===== src/rtl/vga_out_pkg.sv =====
// vga_out_pkg
// Shared constants for the VGA output stage:
//   BAYER        - 2x2 ordered-dither thresholds, indexed by {y_par, x_par}
//   MODE_COMB    - output path select value for the combinational path
//   MODE_REG     - output path select value for the registered path
//   thresh_shift - left shift that scales a 2-bit threshold up to the
//                  weight of the bits that truncation throws away
package vga_out_pkg;

  localparam logic MODE_COMB = 1'b0;
  localparam logic MODE_REG  = 1'b1;

  // Element 0 is the rightmost entry: {y,x}=00->0, 01->2, 10->3, 11->1
  localparam logic [3:0][1:0] BAYER = {2'd1, 2'd3, 2'd2, 2'd0};

  function automatic int thresh_shift(input int in_bpc, input int out_bpc);
    return in_bpc - out_bpc - 2;
  endfunction

endpackage


===== src/rtl/vga_out_dither.sv =====
// vga_out_dither
// One colour channel: optional threshold add with saturation, reduction to
// OUT_BPC bits, and forcing to black during blanking.
// Build option: VGA_OUT_DITHER_EN (when undefined the adder is not built and
// t / dither are ignored, leaving plain truncation).
// Ports:
//   c      in  IN_BPC   input channel value
//   t      in  2        Bayer threshold for the current pixel
//   dither in  1        apply the threshold before reduction
//   blank  in  1        force the result to 0
//   q      out OUT_BPC  reduced channel value
module vga_out_dither
  import vga_out_pkg::*;
#(
  parameter int IN_BPC  = 8,
  parameter int OUT_BPC = 2
) (
  input  logic [IN_BPC-1:0]  c,
  input  logic [1:0]         t,
  input  logic               dither,
  input  logic               blank,
  output logic [OUT_BPC-1:0] q
);

  localparam int DROP = IN_BPC - OUT_BPC;

`ifdef VGA_OUT_DITHER_EN
  localparam int SHIFT = thresh_shift(IN_BPC, OUT_BPC);

  logic [IN_BPC:0]      sum;
  logic [OUT_BPC-1:0]   dith_q;
  logic                 unused_low;

  // The sum is one bit wider than the channel so a carry out can be seen
  // and clamped to full scale instead of wrapping back to black.
  always_comb begin
    sum    = {1'b0, c} + ({{(IN_BPC-1){1'b0}}, t} << SHIFT);
    dith_q = sum[IN_BPC] ? '1 : sum[IN_BPC-1 -: OUT_BPC];
  end

  assign unused_low = ^sum[DROP-1:0];

  always_comb begin
    if (blank)       q = '0;
    else if (dither) q = dith_q;
    else             q = c[IN_BPC-1 -: OUT_BPC];
  end
`else
  logic unused_in;

  assign unused_in = ^{c[DROP-1:0], t, dither};
  assign q         = blank ? '0 : c[IN_BPC-1 -: OUT_BPC];
`endif

endmodule


===== src/rtl/vga_out_stage.sv =====
// vga_out_stage
// VGA output stage between the renderer and the pad wrapper. Reduces colour
// depth (optionally with 2x2 ordered dither), blacks out blanking, and offers
// a PIPE_DEPTH-stage registered path. Path changes are applied only at the
// rising edge of vblank so a visible frame never tears.
// Build option: VGA_OUT_DITHER_EN builds the parity trackers and dither
// adders; without it the output is truncation only and i_dither_en is ignored.
// Ports:
//   clk, reset                  clock, asynchronous active-high reset
//   i_rgb                       packed {R,G,B}, IN_BPC per channel
//   i_hsync_n, i_vsync_n        active-low syncs
//   i_hblank, i_vblank          blanking flags
//   i_reg_mode                  asynchronous path select (1 = registered)
//   i_dither_en                 dither enable, sampled every cycle
//   o_rgb                       packed {R,G,B}, OUT_BPC per channel
//   o_hsync_n ... o_vblank      syncs and blanks aligned with o_rgb
//   o_mode                      path mode currently applied
module vga_out_stage
  import vga_out_pkg::*;
#(
  parameter int IN_BPC     = 8,
  parameter int OUT_BPC    = 2,
  parameter int PIPE_DEPTH = 1
) (
  input  logic                 clk,
  input  logic                 reset,
  input  logic [3*IN_BPC-1:0]  i_rgb,
  input  logic                 i_hsync_n,
  input  logic                 i_vsync_n,
  input  logic                 i_hblank,
  input  logic                 i_vblank,
  input  logic                 i_reg_mode,
  input  logic                 i_dither_en,
  output logic [3*OUT_BPC-1:0] o_rgb,
  output logic                 o_hsync_n,
  output logic                 o_vsync_n,
  output logic                 o_hblank,
  output logic                 o_vblank,
  output logic                 o_mode
);

  localparam int RGB_W = 3 * OUT_BPC;

  logic                  mode_meta;
  logic                  mode_sync;
  logic                  vb_q;
  logic [1:0]            thresh;
  logic                  dither;
  logic                  blank;
  logic [RGB_W-1:0]      comb_rgb;
  logic [RGB_W-1:0]      pipe_rgb [PIPE_DEPTH];
  logic [PIPE_DEPTH-1:0] pipe_hs;
  logic [PIPE_DEPTH-1:0] pipe_vs;
  logic [PIPE_DEPTH-1:0] pipe_hb;
  logic [PIPE_DEPTH-1:0] pipe_vb;

  // Two-flop synchroniser for the mode pin; the synchronised value is only
  // committed on the first cycle of vblank, when the colour is already black.
  always_ff @(posedge clk or posedge reset) begin
    if (reset) begin
      mode_meta <= 1'b0;
      mode_sync <= 1'b0;
      vb_q      <= 1'b1;
      o_mode    <= MODE_COMB;
    end else begin
      mode_meta <= i_reg_mode;
      mode_sync <= mode_meta;
      vb_q      <= i_vblank;
      if (i_vblank && !vb_q)
        o_mode <= mode_sync;
    end
  end

`ifdef VGA_OUT_DITHER_EN
  logic x_par;
  logic y_par;
  logic hb_q;

  // Pixel parity restarts in every hblank; line parity restarts in vblank and
  // advances at the start of each hblank. vblank takes priority when both
  // happen together, so the first line of a frame is always line parity 0.
  always_ff @(posedge clk or posedge reset) begin
    if (reset) begin
      x_par <= 1'b0;
      y_par <= 1'b0;
      hb_q  <= 1'b1;
    end else begin
      hb_q  <= i_hblank;
      x_par <= i_hblank ? 1'b0 : ~x_par;
      if (i_vblank)
        y_par <= 1'b0;
      else if (i_hblank && !hb_q)
        y_par <= ~y_par;
    end
  end

  assign thresh = BAYER[{y_par, x_par}];
  assign dither = i_dither_en;
`else
  logic unused_dither_en;

  assign unused_dither_en = i_dither_en;
  assign thresh           = 2'd0;
  assign dither           = 1'b0;
`endif

  assign blank = i_hblank | i_vblank;

  for (genvar ch = 0; ch < 3; ch++) begin : g_chan
    vga_out_dither #(
      .IN_BPC (IN_BPC),
      .OUT_BPC(OUT_BPC)
    ) u_chan (
      .c     (i_rgb[ch*IN_BPC +: IN_BPC]),
      .t     (thresh),
      .dither(dither),
      .blank (blank),
      .q     (comb_rgb[ch*OUT_BPC +: OUT_BPC])
    );
  end

  // Colour, syncs and blanks share the same delay line so they can never be
  // skewed against each other; it runs continuously so switching into the
  // registered path needs no warm-up.
  always_ff @(posedge clk or posedge reset) begin
    if (reset) begin
      for (int i = 0; i < PIPE_DEPTH; i++) pipe_rgb[i] <= '0;
      pipe_hs <= '1;
      pipe_vs <= '1;
      pipe_hb <= '1;
      pipe_vb <= '1;
    end else begin
      pipe_rgb[0] <= comb_rgb;
      pipe_hs[0]  <= i_hsync_n;
      pipe_vs[0]  <= i_vsync_n;
      pipe_hb[0]  <= i_hblank;
      pipe_vb[0]  <= i_vblank;
      for (int i = 1; i < PIPE_DEPTH; i++) begin
        pipe_rgb[i] <= pipe_rgb[i-1];
        pipe_hs[i]  <= pipe_hs[i-1];
        pipe_vs[i]  <= pipe_vs[i-1];
        pipe_hb[i]  <= pipe_hb[i-1];
        pipe_vb[i]  <= pipe_vb[i-1];
      end
    end
  end

  always_comb begin
    if (o_mode == MODE_REG) begin
      o_rgb     = pipe_rgb[PIPE_DEPTH-1];
      o_hsync_n = pipe_hs[PIPE_DEPTH-1];
      o_vsync_n = pipe_vs[PIPE_DEPTH-1];
      o_hblank  = pipe_hb[PIPE_DEPTH-1];
      o_vblank  = pipe_vb[PIPE_DEPTH-1];
    end else begin
      o_rgb     = comb_rgb;
      o_hsync_n = i_hsync_n;
      o_vsync_n = i_vsync_n;
      o_hblank  = i_hblank;
      o_vblank  = i_vblank;
    end
  end

endmodule

===== config.mk =====
export PLATFORM = sky130hd
export DESIGN_NAME = vga_out_stage
export DESIGN_NICKNAME = d
export VERILOG_FILES = /design/src/rtl/vga_out_pkg.sv /design/src/rtl/vga_out_dither.sv /design/src/rtl/vga_out_stage.sv
export SDC_FILE = /design/constraint.sdc
export NUM_CORES = 1
export LEC_CHECK = 0
export BUFFER_PORTS_ARGS = -buffer_cell sky130_fd_sc_hd__buf_2
export CAP_MARGIN = 20
export CORE_MARGIN = 1
export CORE_UTILIZATION = 30
export DETAILED_ROUTE_END_ITERATION = 16
export PLACE_DENSITY = 0.6
export SETUP_SLACK_MARGIN = 0.1
export SYNTH_ARGS = -nofsm -noshare
export SYNTH_HDL_FRONTEND = slang
export SYNTH_SLANG_ARGS = --single-unit

===== constraint.sdc =====
create_clock -name clk -period 3.05 [get_ports clk]
set_clock_uncertainty 0.2 [all_clocks]
set_input_delay 0.61 -clock clk [delete_from_list [all_inputs] [get_ports clk]]
set_output_delay 0.61 -clock clk [all_outputs]
set_load 0.005 [all_outputs]

==> summary.md <==
| Metric | Value |
|---|---|
| Outcome | `finished, final reports clean` |
| Tightest Pin Transition | `0.662 ns` |
| Max Cap Viol | `0` |
| Post-Syn Area per Cell | `13.7 um2` |
| Largest area contributor in the netlist | `dfrtp_1` |
| Total power | `0.356 mW` |
| WL per Instance | `9.69 um` |
| Dpl hpwl | `659 um` |
| Rel. slew slack | `55.7%` |
| Synthesized Nets | `73` |
| Crit path largest cell delay | `0.52 ns` |
| Setup CP Type | `in -> out` |
| Most frequent cells in the layout | `buf_2 (23), dfrtp_1 (9), nor2b_1 (7)` |
| Vias in the first global route | `325` |
| Setup TNS | `0 ns` |
| Crit end category | `primary output` |
| Post-place setup slack | `0.622 ns` |
| CP Data Required Time | `2.24 ns` |
| Synth warn | `0` |
| First-pass DRT Iterations | `1` |
| Hold/Removal Path Class | `in -> async` |
| Final Non-Filler Cells | `91` |
| Clock-pin slew on the worst setup and hold paths | `0.08 ns` |
| Clock period minus worst slack | `2.42 ns` |
| Syn Std Cell Area | `563 um2` |
| Antenna violations before repair | `0` |
| Worst VDD drop | `297 uV` |
| H-tree lvl count | `1` |
| Overall Global Routing Usage | `9.77%` |
| Die Ht | `45.3 um` |
| Worst Path Buf+Inv | `2` |
| Core ar. | `0.00175 mm2` |
| Die footprint | `0.00205 mm2` |
| Nets | `99` |
| RSZ-0062 raised after global routing | `no` |
| Hold Fails Final Rpt | `0` |
| Drt initial violations | `0` |
| Worst Setup Slack, final | `0.630 ns` |
| DRT antenna net count | `0` |
| Via total after detailed routing | `365` |
| Area delta synth->final | `27.8%` |
| Final instance area | `719 um2` |
| Port Buffer Count | `23` |
| Top delay family on crit path | `simple AND/OR/NAND/NOR gates` |
| Min Hold Slack | `0.132 ns` |
| Gpl congestion | `0.653` |
| Std-Cell Rows | `15` |
| Most frequent cell on the critical path | `buf_2` |
| Number of post-CTS setup repair buffers | `0` |
| Num CTS Buffers | `3` |
| Max-slew violations | `0` |
| Seq cells post-synth | `13` |
| CTS Sinks | `13` |
| Final Core Density | `41.2%` |
| Max frequency | `413 MHz` |
| Commonest non-fill, non-tap cell in the layout | `buf_2` |
| Setup-failing EPs final | `0` |
| Register area share after synthesis | `58.7%` |
| Worst Path Arrival | `1.61 ns` |
| Worst-Skew Late Latency | `0.27 ns` |
| CTS tree | `built` |
| Ports | `43` |
| Proportion of layout cells with a drive suffix above 1 | `62.1%` |
| Vias per cell | `4.01` |
| Worst-path fanout max | `12` |
| Cts hold-fix bufs | `0` |
| Critical path, cell by cell | `buf_2 > nor2_1 > a22o_2 > buf_2` |
| Root buf cell | `clkbuf_4` |
| Area of placed instances | `693 um2` |
| Final wirelength | `882 um` |
| Global-route wire length before repair | `1410 um` |
| Initial core utilization | `32.3%` |
| Synth cell types | `11` |
| Total grt overflow | `0` |
| Placed Cells | `87` |
| Max Root-Sink Buffers | `2` |
| Residual DRC | `0` |
| Pwr/cell area | `495 mW/mm2` |
| Slowest cell on the critical path | `nor2_1` |
| Period Utilization, post-route | `79.3%` |
| Ant. Diodes | `0` |
| Cells after Synth | `41` |
| Yosys top cell area share | `40.0%` |
| Crit path launch type | `input pin` |
| Top area cells in the synthesized netlist | `dfrtp_1 (40%), dfstp_2 (19%), a22o_2 (11%)` |
| Post-cts resize count | `0` |
| Leak | `0.367 nW` |
| Die W | `45.3 um` |
| Largest net degree at the start of global routing | `19` |
-- path summary, 6_finish.rpt --
| check | slack (ns) | cells after the start | to | from |
|---|---|---|---|---|
| max in group asynchronous | 2.16 | 2 | pipe_vs | reset |
| setup / recovery | 0.63 | 4 | o_rgb[4] | i_vblank |
| min in group clk | 0.15 | 0 | mode_sync | mode_meta |
| hold reg to reg | 0.15 | 0 | mode_sync | mode_meta |
| hold / removal | 0.13 | 2 | mode_meta | reset |
| setup reg to reg | 1.77 | 1 | o_mode | o_mode |
-- Yosys cell counts --
cell type,count
dfstp_2,4
a22o_2,6
mux2_4,3
inv_1,1
nor2_1,1
dfrtp_1,9
buf_6,1
mux2_2,2
and2_1,6
nor2b_1,7
buf_2,1
-- power by group --
group | total [mW] | internal, mW | switching (mW)
sequential | 0.196 | 0.183 | 0.0130
clock | 0.103 | 0.0506 | 0.0526
combinational | 0.0571 | 0.0369 | 0.0202
-- state kept, by name, summed over array words and instances, names as in the netlist --
signal and cells:
mode_meta 1, mode_sync 1, o_mode 1, pipe_hb 1
pipe_hs 1, pipe_rgb 6, pipe_vb 1, pipe_vs 1
-- metal layers --
layer | GRT usage (%) | share of wire (%) | up-vias
met5 | 0 | 0 | -
met4 | 0 | 0 | 0
met3 | 6.40 | 9.2 | 0
met2 | 14.8 | 40 | 19
met1 | 12.5 | 50 | 158
li1 | - | - | 188
-- area by class of cell --
class,instances,area (um2)
Multi-Input combinational cell,25,213
Timing Repair Buffer,23,115
Inverter,1,3.75
Tap cell,25,31.3
Sequential cell,13,330
Clock buffer,4,26.3
Fill cell,170,1030
-- cell families after synthesis --
| kind of cell | share of synthesized area [%] |
|---|---|
| AND/OR/NAND/NOR | 15.1 |
| AO/OA/AOI/OAI | 10.7 |
| flip-flops | 58.7 |
| buffers and inverters | 3.55 |
| multiplexers | 12.0 |
Power figures use the tool's default switching activity.
